--- src/rtl/filter_frame_ctrl.sv ---
// Single-frame capture sequencer: waits for a frame start on the filtered stream,
// writes one frame of thresholded edge bits to the frame buffer and counts edge pixels.
module filter_frame_ctrl #(
  parameter int H_RES   = 170,
  parameter int V_RES   = 240,
  parameter int ADDR_W  = 16,
  parameter int EDGE_TH = 128,
  parameter int WIDTH   = 8
) (
  input  logic              clk,
  input  logic              rstn,
  input  logic              i_start,
  input  logic              i_abort,
  input  logic              i_f_vsync,
  input  logic              i_f_de,
  input  logic [WIDTH-1:0]  i_f_data,
  output logic              o_busy,
  output logic              o_done,
  output logic              o_err,
  output logic              o_wr_en,
  output logic [ADDR_W-1:0] o_wr_addr,
  output logic              o_wr_data,
  output logic [ADDR_W:0]   o_edge_cnt
);

  localparam logic [ADDR_W:0]  FRAME_PIX = (ADDR_W+1)'(H_RES * V_RES);
  localparam logic [ADDR_W:0]  LAST_PIX  = FRAME_PIX - {{ADDR_W{1'b0}}, 1'b1};
  localparam logic [ADDR_W:0]  ONE_CNT   = {{ADDR_W{1'b0}}, 1'b1};
  localparam logic [WIDTH-1:0] EDGE_TH_V = WIDTH'(EDGE_TH);

  typedef enum logic [1:0] {
    S_IDLE    = 2'd0,
    S_WAIT_VS = 2'd1,
    S_CAPTURE = 2'd2,
    S_DONE    = 2'd3
  } state_e;

  state_e              state_q, state_d;
  logic                vsync_q;
  logic [ADDR_W:0]     pix_cnt_q, pix_cnt_d;
  logic [ADDR_W:0]     edge_cnt_q, edge_cnt_d;
  logic                err_q, err_d;
  logic                busy_q, busy_d;
  logic                done_q, done_d;
  logic                wr_en_q, wr_en_d;
  logic [ADDR_W-1:0]   wr_addr_q, wr_addr_d;
  logic                wr_data_q, wr_data_d;
  logic                vs_rise_s;
  logic                pix_edge_s;
  logic                last_pix_s;

  assign vs_rise_s  = i_f_vsync & ~vsync_q;
  assign pix_edge_s = (i_f_data >= EDGE_TH_V);
  assign last_pix_s = (pix_cnt_q == LAST_PIX);

  // Next-state and output decode; abort outranks everything, the final pixel outranks a short-frame vsync
  always_comb begin
    state_d    = state_q;
    pix_cnt_d  = pix_cnt_q;
    edge_cnt_d = edge_cnt_q;
    err_d      = err_q;
    wr_en_d    = 1'b0;
    wr_addr_d  = wr_addr_q;
    wr_data_d  = wr_data_q;
    case (state_q)
      S_IDLE: begin
        if (i_start) begin
          state_d    = S_WAIT_VS;
          pix_cnt_d  = {(ADDR_W+1){1'b0}};
          edge_cnt_d = {(ADDR_W+1){1'b0}};
          err_d      = 1'b0;
        end else begin
          state_d = S_IDLE;
        end
      end
      S_WAIT_VS: begin
        if (i_abort) begin
          state_d = S_IDLE;
        end else if (vs_rise_s) begin
          state_d = S_CAPTURE;
        end else begin
          state_d = S_WAIT_VS;
        end
      end
      S_CAPTURE: begin
        if (i_abort) begin
          state_d = S_IDLE;
        end else if (i_f_de && (last_pix_s || !vs_rise_s)) begin
          wr_en_d    = 1'b1;
          wr_addr_d  = pix_cnt_q[ADDR_W-1:0];
          wr_data_d  = pix_edge_s;
          pix_cnt_d  = pix_cnt_q + ONE_CNT;
          edge_cnt_d = edge_cnt_q + {{ADDR_W{1'b0}}, pix_edge_s};
          if (last_pix_s) begin
            state_d = S_DONE;
          end else begin
            state_d = S_CAPTURE;
          end
        end else if (vs_rise_s) begin
          state_d = S_IDLE;
          err_d   = 1'b1;
        end else begin
          state_d = S_CAPTURE;
        end
      end
      S_DONE: begin
        state_d = S_IDLE;
      end
      default: begin
        state_d = S_IDLE;
      end
    endcase
    busy_d = (state_d == S_WAIT_VS) || (state_d == S_CAPTURE);
    done_d = (state_d == S_DONE);
  end

  // State, counters and registered outputs
  always_ff @(posedge clk or negedge rstn) begin
    if (!rstn) begin
      state_q    <= S_IDLE;
      vsync_q    <= 1'b0;
      pix_cnt_q  <= {(ADDR_W+1){1'b0}};
      edge_cnt_q <= {(ADDR_W+1){1'b0}};
      err_q      <= 1'b0;
      busy_q     <= 1'b0;
      done_q     <= 1'b0;
      wr_en_q    <= 1'b0;
      wr_addr_q  <= {ADDR_W{1'b0}};
      wr_data_q  <= 1'b0;
    end else begin
      state_q    <= state_d;
      vsync_q    <= i_f_vsync;
      pix_cnt_q  <= pix_cnt_d;
      edge_cnt_q <= edge_cnt_d;
      err_q      <= err_d;
      busy_q     <= busy_d;
      done_q     <= done_d;
      wr_en_q    <= wr_en_d;
      wr_addr_q  <= wr_addr_d;
      wr_data_q  <= wr_data_d;
    end
  end

  assign o_busy     = busy_q;
  assign o_done     = done_q;
  assign o_err      = err_q;
  assign o_wr_en    = wr_en_q;
  assign o_wr_addr  = wr_addr_q;
  assign o_wr_data  = wr_data_q;
  assign o_edge_cnt = edge_cnt_q;

endmodule

--- config.mk ---
export PLATFORM = sky130hd
export DESIGN_NAME = filter_frame_ctrl
export DESIGN_NICKNAME = d
export VERILOG_FILES = /design/src/rtl/filter_frame_ctrl.sv
export SDC_FILE = /design/constraint.sdc
export NUM_CORES = 1
export LEC_CHECK = 0
export CELL_PAD_IN_SITES_DETAIL_PLACEMENT = 2
export CELL_PAD_IN_SITES_GLOBAL_PLACEMENT = 2
export CORE_MARGIN = 4
export CORE_UTILIZATION = 33
export CTS_CLUSTER_DIAMETER = 60
export CTS_CLUSTER_SIZE = 12
export DETAILED_ROUTE_END_ITERATION = 16
export PLACE_DENSITY = 0.84
export SLEW_MARGIN = 20
export SYNTH_ARGS = -nofsm -noshare
export SYNTH_HDL_FRONTEND = slang
export SYNTH_SLANG_ARGS = --single-unit
--- constraint.sdc ---
create_clock -name clk -period 2.58 [get_ports clk]
set_input_delay 0.645 -clock clk [delete_from_list [all_inputs] [get_ports clk]]
set_output_delay 0.645 -clock clk [all_outputs]
set_load 0.1 [all_outputs]
==> impl_metrics.yaml, run 1 <==
floorplanning:
  fp.dieH_um: 100.9
  die_area_um2: 10170
  rows: 33
  pin_count: 52
  start_util_pct: 34.28
  core_area_um2: 8299
  die-width_um: 100.9
outcome:
  status: "finished, final reports clean"
synth:
  synth_compound_area_share_pct: 19.92
  synth_area_per_cell_um2: 10.35
  ys_ff_latch: 58
  synthesis.area_um2: 2845
  muxShareOfSynthArea_pct: 7.080
  synth_ff_type: "dfrtp_1"
  ys_types: 46
  netlist_instances: 275
  async_reset_ff_share_pct: 100.0
  syn_nets: 293
  synthAdderAreaFrac_pct: 1.759
  synthXorXnorAreaFrac_pct: 0
  synth_top_family_by_area: "compound AO/OA/AOI/OAI gates"
  ys_warn_count: 0
  synth_simple_gate_area_share_pct: 16.45
  synth-edff-count: 0
  ys_seq_area_share_pct: 51.01
timing:
  setup_viol: 0
  hold_violations: 0
  slew_violations: 0
  worstMarginPinSlew_ns: 0.4779
  min_period_over_period_pct: 91.62
  hold-worst-slack_ns: 0.2232
  min_period_ns: 2.364
  max_slew_margin_pct: 67.89
  skew_ns: 0.009593
  fmax_ghz: 0.4231
route:
  routed-wl-met2_mm: 4.526
  antenna_left: 0
  drc_errors: 0
  via_per_inst: 5.718
  wl_met3_um: 329
  highest_layer: "met4"
  dr.pass1.iters: 4
  wirelength_met1_mm: 3.735
  routed_wl_mm: 8.707
  wl_per_cell_um: 19.65
  first_iter_violations: 149
  via_count: 2533
critical_path:
  r2r-end: "pix_cnt_q[13]"
  rrSetupSlack_ns: 0.22
  crit_start: "pix_cnt_q[0]"
  cp-start-kind: "flip-flop"
  crit_chain: "ha_1 -> nand4b_1 -> o311ai_0 -> o211ai_1 -> buf_4 -> buf_12 -> a31oi_1 -> o22ai_1"
  worstPathRequired_ns: 2.80
  critical_path.endpoint: "pix_cnt_q[13]"
  end_kind: "flip-flop"
  cp.arrival_ns: 2.58
  cp_max_fo: 13
  critPathSlowestCell: "dfrtp_1"
  worstSetupPathType: "flip-flop to flip-flop"
  reg2reg_depth: 8
  max_stage_delay_ns: 0.43
  rr_startpoint: "pix_cnt_q[0]"
clock_tree:
  root_buffer: "clkbuf_8"
  cts_setup_buffers: 0
  clk-insertion-delay-late_ns: 0.34
  cts_max_level: 3
  cts_tree: "built"
  cts_made_buffers: 9
  cts_sinks: 58
  clk_pin_slew_ns: 0.07
  ctsHoldBuffers: 0
  clk_path_buf_depth: 2
place:
  detailed_place.area_um2: 3418
  gp_congestion: 0.7930
  io_buffers: 44
  hpwl_mm: 6.005
layout:
  final_area_um2: 3613
  final_cell_mix: "dfrtp_1 (58), buf_4 (57), o21ai_0 (28)"
  antenna_cells: 0
  mostFrequentLayoutCell: "dfrtp_1"
  syn2layout_area_growth_pct: 27.00
  layout-drive-gt1-share_pct: 29.59
  layout.nets: 352
grt:
  track_usage_pct: 18.56
  grt_first_pass_wirelength_mm: 14.68
  grt_max_degree: 25
  overflow: 0
  grt_pass1_vias: 2766
  antenna_found_initial: 0
job:
  max-cap-violations: 0
power_and_ir_drop:
  p_leak_nw: 1.672
  irDropWorstVdd_mv: 0.2609
  power.density_nw_per_um2: 560.4
  power.total_mw: 2.025
worst_hold_path:
  hp-class: "primary input to async pin"
-- layout make-up --
class	count	area [um2]
fillers	910	4686
flip-flops and latches	58	1451
multi-input cells	193	1292
repair buffers	65	523.0
clock buffers	13	178.9
well taps	105	131.4
inverters	7	26.28
clock inverters	2	10.01
-- registers in the layout (all words and copies together) (netlist names) --
register	flops
o_edge_cnt	17
pix_cnt_q	17
o_err	1
o_wr_addr	16
o_busy	1
o_done	1
state_q	2
o_wr_data	1
o_wr_en	1
vsync_q	1
-- worst max-delay path: cells and delay by family (launching register included) --
family / cells / cell delay (ns)
compound gates: 4 / 0.90
fa+ha+maj: 1 / 0.26
buf+inv: 2 / 0.38
flops: 1 / 0.43
simple gates: 1 / 0.27
-- power by group --
group,internal [mW],leakage (nW),switching (mW)
logic,0.0783,0.768,0.183
registers,0.926,0.803,0.0116
clock network,0.445,0.101,0.381
total,1.45,1.67,0.575
-- cell families after synthesis --
family          count (synthesis)
compound gates                 84
fa+ha+maj                       4
buf+inv                        24
flops                          58
mux                            18
simple gates                   87
-- worst min path at each step --
stage	start	to	slack, ns	cells past startpoint
2_1_floorplan	rstn	o_busy	0.35	0
3_3_place_gp	o_wr_addr[0]	o_wr_addr[0]	0.49	1
3_5_place_dp	o_wr_addr[11]	o_wr_addr[11]	0.50	1
4_1_cts	rstn	pix_cnt_q[2]	0.21	1
5_1_grt	rstn	pix_cnt_q[15]	0.23	1
6_report	rstn	pix_cnt_q[2]	0.22	1
-- cell usage after synthesis, types with 6 or more instances --
library cell   n  share of area, %
a21oi_1        6               1.1
a22o_1         8               2.5
a31oi_1       17               3.7
clkbuf_1      10               1.3
dfrtp_1       58                51
inv_1          6              0.79
mux2_2        17               6.7
nand2_1       11               1.5
nand3_1       18               3.2
nand4_1       10               2.2
nor2_1        18               2.4
o21ai_0       28               4.9
o31ai_1        8               2.1
-- through the flow --
stage | std cells | utilization, % | setup WS, ns | TNS [ns]
final | 443 | 43.54 | 0.2162 | 0
after global routing | 443 | 43.54 | -0.004492 | -0.004492
after CTS | 443 | 43.46 | 0.1609 | 0
after detailed placement | 428 | 41.19 | -0.04092 | -0.04092
after global placement | 428 | 41.19 | 0.02790 | 0
after floorplan | 275 | - | 0.03885 | 0
-- routing by layer --
| metal | track usage (%) | vias to the layer above |
|---|---|---|
| met1 | 23.72 | 1307 |
| met3 | 4.498 | 9 |
| met4 | 6.425 | 0 |
| met5 | 0 | - |
| met2 | 30.63 | 52 |
| li1 | - | 1165 |
-- timing repair --
item | CTS | global route
resized for setup | 0 | 1
endpoints found under the setup margin | 0 | 1
hold endpoints to repair | 0 | 0
Note: power is estimated with default switching activity, not from simulation.
==> run 2: changes to the inputs <==
Settings changed: CTS_CLUSTER_SIZE 12 to 14.
==> results of run 2 <==
The final DEF is identical to that of run 1; final timing and power are the same.
